`src/rtl/mux_pkg.sv`:
```
// Shared definitions for the streaming multiplexer family.
package mux_pkg;

  // Source selection mode for stream_mux_rr.
  typedef enum logic {
    MODE_SEL = 1'b0,
    MODE_RR  = 1'b1
  } mode_e;

  // Ceiling log2 for sizing index fields; returns at least 1 so a
  // two-channel mux still gets a one-bit select.
  function automatic int clog2(input int n);
    int r;
    r = 1;
    for (int i = 1; i < 32; i++) begin
      if ((1 << r) < n) r = i + 1;
    end
    return r;
  endfunction

endpackage

```
`src/rtl/rr_pick.sv`:
```
// Rotating-priority search: first asserted request at or after base,
// wrapping from N-1 back to 0.
module rr_pick
  import mux_pkg::*;
#(
  parameter  int N  = 4,
  localparam int SW = clog2(N)
) (
  input  logic [N-1:0]  req,
  input  logic [SW-1:0] base,
  output logic [SW-1:0] gnt_idx,
  output logic          gnt_any
);

  // Walk the priority order backwards so the last hit written is the
  // highest-priority one; no early exit needed.
  always_comb begin
    // NOTE: every output of a combinational block gets a default first,
    // otherwise paths that skip an assignment infer a latch.
    gnt_idx = '0;
    gnt_any = 1'b0;
    for (int i = N - 1; i >= 0; i--) begin
      int idx;
      idx = int'(base) + i;
      if (idx >= N) idx = idx - N;
      if (req[idx]) begin
        gnt_any = 1'b1;
        gnt_idx = SW'(idx);
      end
    end
  end

endmodule

```
`src/rtl/stream_mux_rr.sv`:
```
// N-channel stream multiplexer with a registered output stage.
// Channel is chosen either by sel or by round-robin among valid inputs.
module stream_mux_rr
  import mux_pkg::*;
#(
  parameter  int N  = 4,
  parameter  int W  = 1,
  localparam int SW = clog2(N)
) (
  input  logic           clk,
  input  logic           rst,
  input  logic           mode,
  input  logic [SW-1:0]  sel,
  input  logic [N-1:0]   in_valid,
  input  logic [N*W-1:0] in_data,
  output logic [N-1:0]   in_ready,
  output logic           out_valid,
  output logic [W-1:0]   out_data,
  output logic [SW-1:0]  out_chan,
  input  logic           out_ready
);

  logic [SW-1:0] ptr;
  logic [SW-1:0] rr_idx;
  logic          rr_any;
  logic [SW-1:0] gnt_idx;
  logic          gnt_any;
  logic          ld;
  logic          xfer;

  rr_pick #(.N(N)) u_rr_pick (
    .req     (in_valid),
    .base    (ptr),
    .gnt_idx (rr_idx),
    .gnt_any (rr_any)
  );

  // Output register can accept a word when empty or draining this cycle.
  assign ld   = !out_valid || out_ready;
  assign xfer = gnt_any && ld && !rst;

  // Mode mux: explicit select (out-of-range sel never matches) or round-robin.
  always_comb begin
    gnt_idx = '0;
    gnt_any = 1'b0;
    if (mode == MODE_RR) begin
      gnt_idx = rr_idx;
      gnt_any = rr_any;
    end else begin
      for (int k = 0; k < N; k++) begin
        if (sel == SW'(k) && in_valid[k]) begin
          gnt_idx = sel;
          gnt_any = 1'b1;
        end
      end
    end
  end

  // Only the granted channel sees ready, and only when the register can load.
  always_comb begin
    in_ready = '0;
    if (xfer) in_ready[gnt_idx] = 1'b1;
  end

  // Output register and round-robin pointer.
  always_ff @(posedge clk) begin
    // NOTE: sequential state uses non-blocking assignments so every flop
    // samples pre-edge values regardless of statement order.
    if (rst) begin
      out_valid <= 1'b0;
      out_data  <= '0;
      out_chan  <= '0;
      ptr       <= '0;
    end else if (ld) begin
      if (gnt_any) begin
        out_valid <= 1'b1;
        out_data  <= in_data[int'(gnt_idx)*W +: W];
        out_chan  <= gnt_idx;
        if (mode == MODE_RR) begin
          ptr <= (gnt_idx == SW'(N - 1)) ? '0 : gnt_idx + SW'(1);
        end
      end else begin
        out_valid <= 1'b0;
      end
    end
  end

endmodule

```
`config.mk`:
```
export PLATFORM = sky130hd
export DESIGN_NAME = stream_mux_rr
export DESIGN_NICKNAME = d
export VERILOG_FILES = /design/src/rtl/mux_pkg.sv /design/src/rtl/rr_pick.sv /design/src/rtl/stream_mux_rr.sv
export SDC_FILE = /design/constraint.sdc
export NUM_CORES = 1
export LEC_CHECK = 0
export BUFFER_PORTS_ARGS = -buffer_cell sky130_fd_sc_hd__buf_2
export CORE_MARGIN = 8
export CORE_UTILIZATION = 48
export DETAILED_ROUTE_END_ITERATION = 6
export PLACE_DENSITY = 0.83
export SYNTH_ARGS = -nofsm -noshare
export SYNTH_HDL_FRONTEND = slang
export SYNTH_SLANG_ARGS = --single-unit
```
`constraint.sdc`:
```
create_clock -name clk -period 2 [get_ports clk]
set_input_delay 0.1 -clock clk [delete_from_list [all_inputs] [get_ports clk]]
set_output_delay 0.1 -clock clk [all_outputs]
set_load 0.02 [all_outputs]
```
* Word level (Yosys, flattened, before mapping)
Cells that the tools add are included.
Storage, ports and cells: input bits 14, register bits after elaboration 6, word-level logic and storage cells 79
Cells by class: order comparisons 10, shift-type cells 1, reduce and logical (&&, ||, !) cells 13, add/subtract/negate cells 8, equality and inequality tests 4, multiplexer cells 39
Operators by type and width (number):
- < comparator 32 x 4 -> 1 bit (second input constant) | 4
- 2-to-1 mux 32 bit | 4
- >= comparator 32 x 4 -> 1 bit (second input constant) | 3
- subtractor 32 x 4 -> 32 bit (second input constant) | 3
- 2-to-1 mux 2 bit | 10
- 2-to-1 mux 1 bit | 19
- binary-select mux 1 bit (select 2 bit) | 4
- logical AND 1 bit | 7
- adder 2 x 2 -> 3 bit (second input constant) | 2
- == test 2 bit (second input constant) | 3
- 2-to-1 mux 4 bit | 1
- indexed part select 4 x 3 -> 1 bit | 1
- subtractor 2 x 3 -> 4 bit (second input constant) | 1
- adder 2 x 1 -> 3 bit (second input constant) | 1
- >= comparator 2 x 3 -> 1 bit (second input constant) | 1
- < comparator 2 x 3 -> 1 bit (second input constant) | 1
- AND reduction 3 bit | 1
- adder 2 x 1 -> 2 bit (second input constant) | 1
- demux 1 bit (select 2 bit) | 1
- == test 2 x 1 -> 1 bit (second input constant) | 1
- >= comparator 2 x 1 -> 1 bit (second input constant) | 1
- logical NOT 1 bit | 2
- logical NOT 2 bit | 1
- AND reduction 2 bit | 1
- logical OR 1 bit | 1

* Depth between registers and ports, before layout
depth after elaboration 16, depth in mapped cells 9, gate-level depth less buffers 8

* Cells and area by module
A second synthesis with hierarchy kept.
Second synthesis, totals: cells, all modules 67, area total of the unflattened synthesis 563.0 um^2
By module, submodules not included:
- stream_mux_rr | instances 1, cells an instance 54, area each 485.5 um^2, sequential area each 120.1 um^2
- rr_pick | instances 1, cells an instance 13, area each 77.6 um^2, sequential area each 0.0 um^2

* Worst setup path before layout
Ideal clock, no wire load.
kind register to register, start reg ptr[1], end reg ptr[1], library setup time 0.114 ns, path slack 0.288 ns, buffers on the path 1, stages on the path, launching flop included 10, data required time 1.886 ns, data arrival time 1.598 ns, path through dfxtp_1 buf_2 a21boi_0 o211a_1 a211oi_1 nand2b_1 inv_1 ha_1 mux2i_1 nor2_1
On the way: word-level cells in the longest chain between the ends 13, elaborated cells between the ends (all ways) 41, those cells by class 8 x add/sub; 4 x order compare; 1 x eq/ne; 27 x mux; 1 x reduce/logical
Ends and longest elaborated chain:
- start: declaration | line stream_mux_rr.sv:23 | logic [SW-1:0] ptr;
- start signal: assignment | line stream_mux_rr.sv:80 | ptr <= (gnt_idx == SW'(N - 1)) ? '0 : gnt_idx + SW'(1);
- adder 2 x 2 -> 3 bit | line rr_pick.sv:24 | idx = int'(base) + i;
- subtractor 32 x 4 -> 32 bit or >= comparator 32 x 4 -> 1 bit (tied branches) | line rr_pick.sv:25 | if (idx >= N) idx = idx - N;
- 2-to-1 mux 32 bit | line rr_pick.sv:25
- binary-select mux 1 bit (select 2 bit) | line rr_pick.sv:26 | if (req[idx]) begin
- 2-to-1 mux 1 bit (implied by the code) (2 in a row) | line rr_pick.sv:26
- 2-to-1 mux 2 bit (3 in a row) | line rr_pick.sv:26
- 2-to-1 mux 2 bit (*) | line rr_pick.sv:26
- 2-to-1 mux 2 bit (*) | line stream_mux_rr.sv:46 | if (mode == MODE_RR) begin
- via gnt_idx[1] | line stream_mux_rr.sv:26 | logic [SW-1:0] gnt_idx;
- adder 2 x 1 -> 2 bit or == test 2 bit (tied branches) | line stream_mux_rr.sv:80
- 2-to-1 mux 2 bit (*) | line stream_mux_rr.sv:80
Mark *: on every way through the listed nets, which the timed path passes. The rest lies on a longest branch. The select of a mux whose other input is x is not followed. A chain may end at the register's enable or synchronous reset.

* Final worst setup path
start reg ptr[0], end out in_ready[3]
On the way: word-level cells in the longest chain between the ends 16, elaborated cells between the ends (all ways) 45, those cells by class 7 x add/sub; 6 x order compare; 29 x mux; 3 x reduce/logical
Ends and longest elaborated chain:
- adder 2 x 2 -> 3 bit | line rr_pick.sv:24
- subtractor 32 x 4 -> 32 bit or >= comparator 32 x 4 -> 1 bit (tied branches) | line rr_pick.sv:25
- 2-to-1 mux 32 bit | line rr_pick.sv:25
- binary-select mux 1 bit (select 2 bit) | line rr_pick.sv:26
- 2-to-1 mux 1 bit (implied by the code) (2 in a row) | line rr_pick.sv:26
- 2-to-1 mux 2 bit (3 in a row) | line rr_pick.sv:26
- 2-to-1 mux 2 bit (*) | line rr_pick.sv:26
- 2-to-1 mux 2 bit (*) | line stream_mux_rr.sv:46
- via gnt_idx[1] | line stream_mux_rr.sv:26
- < comparator 2 x 3 -> 1 bit (implied by the code) or >= comparator 2 x 1 -> 1 bit (tied branches) | line stream_mux_rr.sv:62 | if (xfer) in_ready[gnt_idx] = 1'b1;
- logical AND 1 bit (implied by the code) | line stream_mux_rr.sv:62
- 2-to-1 mux 1 bit (implied by the code) | line stream_mux_rr.sv:62
- demux 1 bit (select 2 bit) (*) | line stream_mux_rr.sv:62
- 2-to-1 mux 4 bit (*) | line stream_mux_rr.sv:62
- end: declaration | line stream_mux_rr.sv:16 | output logic [N-1:0] in_ready,
Marked as above.

==> flow_metrics.env <==
export IMPL_vias_per_cell=5.91
export IMPL_drt_pass1_iterations=2
export IMPL_nNetsFinal=117
export IMPL_r2r_slack_ns=0.29
export IMPL_worstReg2RegEnd="ptr[1]$_SDFFE_PP0P_"
export IMPL_crit_type="flop to output port"
export IMPL_status="finished clean"
export IMPL_port_buffers=21
export IMPL_syn_area_um2=649
export IMPL_power_switching_share_pct=36.3
export IMPL_maxCapViolCount=0
export IMPL_cts_sink_count=6
export IMPL_finalInstanceArea_um2=858
export IMPL_synthMuxAreaShare_pct=16.0
export IMPL_route_detailed_drc=0
export IMPL_syn_avg_cell_area_um2=8.33
export IMPL_synth_top_family_by_area="compound AO/OA/AOI/OAI gates"
export IMPL_end_kind="output port"
export IMPL_antenna_left=0
export IMPL_setup_slack_ns=0.0357
export IMPL_first_global_vias=647
export IMPL_cp_max_fo=6
export IMPL_antenna_diode_count=0
export IMPL_post_dp_cell_area_um2=726
export IMPL_die_h_um=52.8
export IMPL_dr_first_iter_drc_count=9
export IMPL_start_util_pct=50.5
export IMPL_antenna_found_initial=0
export IMPL_grtUsageTotal_pct=12.5
export IMPL_grt_max_degree=13
export IMPL_min_period_over_period_pct=98.2
export IMPL_htreeDepth=1
export IMPL_r2r_start="ptr[0]$_SDFFE_PP0P_"
export IMPL_rsz0062_at_grt="yes"
export IMPL_finalSetupViolCount=0
export IMPL_clk_pin_slew_worst_paths_ns=0.04
export IMPL_hold_viol_final=0
export IMPL_reg2regPathDepth=8
export IMPL_crit_path_end="in_ready[3]"
export IMPL_drive_gt1_share_pct=47.4
export IMPL_synth_fa_ha_area_share_pct=7.71
export IMPL_numCtsBuffers=3
export IMPL_cts_tree="built"
export IMPL_worstSetupStartpointType="flop"
export IMPL_core_area_um2=1280
export IMPL_final_core_util_pct=66.8
export IMPL_critPathRequiredTime_ns=1.90
export IMPL_io_pins=22
export IMPL_pwr_share_comb_pct=45.3
export IMPL_rows=13
export IMPL_power_switching_uw=170
export IMPL_detailed_place_hpwl_mm=1.25
export IMPL_avgRoutedWirePerCell_um=15.5
export IMPL_yosys_area_share_simple_pct=20.6
export IMPL_syn_inst=78
export IMPL_synth_nets=96
export IMPL_dp_slack_ns=0.0691
export IMPL_fillCellCount=100
export IMPL_gr_total_overflow=0
export IMPL_num_vias=662
export IMPL_ir_worst_vdd_mv=0.312
export IMPL_pwr_share_seq_pct=31.0
export IMPL_yosysUniqueCellTypes=31
export IMPL_dieArea_um2=2790
export IMPL_max_slew_margin_pct=71.0
export IMPL_slew_violations=0
export IMPL_fin_skew_ns=0.00161
export IMPL_max_freq_mhz=509
export IMPL_routed_wl_mm=1.73
export IMPL_pwr_density_cell_nw_per_um2=545
export IMPL_synth_seq_area_share_pct=18.5
export IMPL_worst_pin_slew_ns=0.425
export IMPL_startpoint="ptr[0]$_SDFFE_PP0P_"
export IMPL_synth_compound_area_share_pct=25.2
export IMPL_synthXorXnorAreaFrac_pct=0
export IMPL_p_clk_share_pct=23.7
export IMPL_hp_class="input pin to flop"
export IMPL_grt_pass1_wl_mm=2.68
export IMPL_tns_ns=0
export IMPL_intPower_uw=298
export IMPL_synth_seq_cells=6
export IMPL_die_w_um=52.8
export IMPL_hold_ws_ns=0.115
export IMPL_ys_warn_count=0
export IMPL_arrival_ns=1.86
export IMPL_cts_root_buf="clkbuf_4"
export IMPL_area_growth_pct=32.2
export IMPL_clock_latency_ns=0.25
export IMPL_period_needed_ns=1.96
export IMPL_p_leak_uw=0.000405
export IMPL_clockBufferDepth=2
export IMPL_gp_congestion=0.788
==> sequential cells by signal, summed over array words and instances, names as in the netlist <==
signal / cells
out_chan: 2
ptr: 2
out_data: 1
out_valid: 1
==> metrics by stage <==
| stage | instances | power (µW) |
|---|---|---|
| final | 112 | 468 |
| after global routing | 112 | 504 |
| after CTS | 111 | 434 |
| after detailed placement | 108 | 314 |
| after global placement | 108 | 308 |
| after floorplan | 78 | 272 |
==> how the worst min path moves through the flow <==
stage,from,end,slack (ns),cells past startpoint
after global routing,rst,out_chan[1]$_SDFFE_PP0P_,0.13,2
final,rst,ptr[0]$_SDFFE_PP0P_,0.12,2
after CTS,rst,ptr[1]$_SDFFE_PP0P_,0.11,2
after floorplan,out_ready,out_valid$_SDFFE_PP0N_,0.28,3
after detailed placement,rst,out_valid$_SDFFE_PP0N_,0.37,2
after global placement,rst,out_chan[1]$_SDFFE_PP0P_,0.37,2
==> critical path: stages, from the launching register on <==
cell,delay (ns)
dfxtp_4,0.37
mux2i_2,0.22
o21ai_2,0.11
a211oi_2,0.25
nand2b_4,0.20
inv_4,0.05
ha_4,0.15
and2_4,0.13
buf_6,0.12
==> cell usage after synthesis, drive strengths merged <==
| cell | instances | area share (%) |
|---|---|---|
| or2 | 2 | 1.9 |
| or4 | 1 | 1.2 |
| a2111oi | 2 | 2.7 |
| a311oi | 2 | 2.7 |
| a21o | 1 | 1.2 |
| a21oi | 4 | 3.1 |
| a21boi | 1 | 1.2 |
| buf | 6 | 7.3 |
| nor2 | 6 | 3.5 |
| ha | 4 | 7.7 |
| and2 | 4 | 3.9 |
| nor2b | 1 | 0.96 |
| nand2 | 2 | 1.2 |
| o221ai | 2 | 2.7 |
| mux2i | 7 | 11 |
| o2bb2ai | 1 | 1.3 |
| nand3b | 2 | 2.3 |
| a41o | 2 | 3.1 |
| o21ai | 1 | 0.77 |
| nand2b | 3 | 2.9 |
| or3 | 3 | 2.9 |
| dfxtp | 6 | 18 |
| o211a | 1 | 1.5 |
| inv | 8 | 4.6 |
| mux2 | 1 | 1.7 |
| a211oi | 3 | 3.5 |
| mux4 | 1 | 3.5 |
| o32a | 1 | 1.5 |
==> per-layer routing <==
layer / up-vias / routed length [µm] / GRT usage (%)
li1: 323 / - / -
met3: 4 / 96 / 3.98
met5: - / 0 / 0
met4: 0 / 23 / 5.17
met1: 319 / 714 / 13.7
met2: 16 / 898 / 21.3
==> repair_timing <==
| item | CTS | global route |
|---|---|---|
| endpoints found under the setup margin | 4 | 4 |
| buffers inserted | 0 | 1 |
| resized for setup | 6 | 26 |
| pin swaps | 1 | 2 |
| hold buffers | 0 | 0 |
==> area by class of cell <==
cell class                 count  area [µm²]  share of cell area (%)
timing repair buffer          22         138                    16.0
tap                           15        18.8                    2.19
clock buffer                   3        22.5                    2.62
multi-input combinational     58         519                    60.5
sequential                     6         128                    14.9
inverter                       8        32.5                    3.79
==> power by group through the flow <==
stage               registers (µW)  logic [µW]  clock network, µW
floorplan                      151         121                  0
global placement               145         164                  0
detailed placement             146         168                  0
CTS                            144         176                114
global route                   147         231                126
finish                         145         212                111
==> cell families (layout without fill, tap and decap cells) <==
group | Yosys count | after routing
fa+ha+maj | 4 | 4
mux | 9 | 9
simple gates | 24 | 24
compound gates | 21 | 21
buf+inv | 14 | 33
flops | 6 | 6
==> layout by cell type, fill, tap and decap left out, types with 2 or more instances in the layout <==
master and instances:
buf_2 17, inv_1 6, mux2i_1 6, nor2_1 6, a21oi_1 4, and2_4 4
dfxtp_1 4, buf_6 4, or3_1 3, clkbuf_4 3, nand2b_1 2, nand2_1 2
o221ai_1 2, a2111oi_0 2, a211oi_1 2, a41o_1 2, a311oi_1 2, nand3b_1 2
ha_4 2, ha_2 2, dfxtp_4 2
No activity file was read; power rests on OpenSTA's default activity.
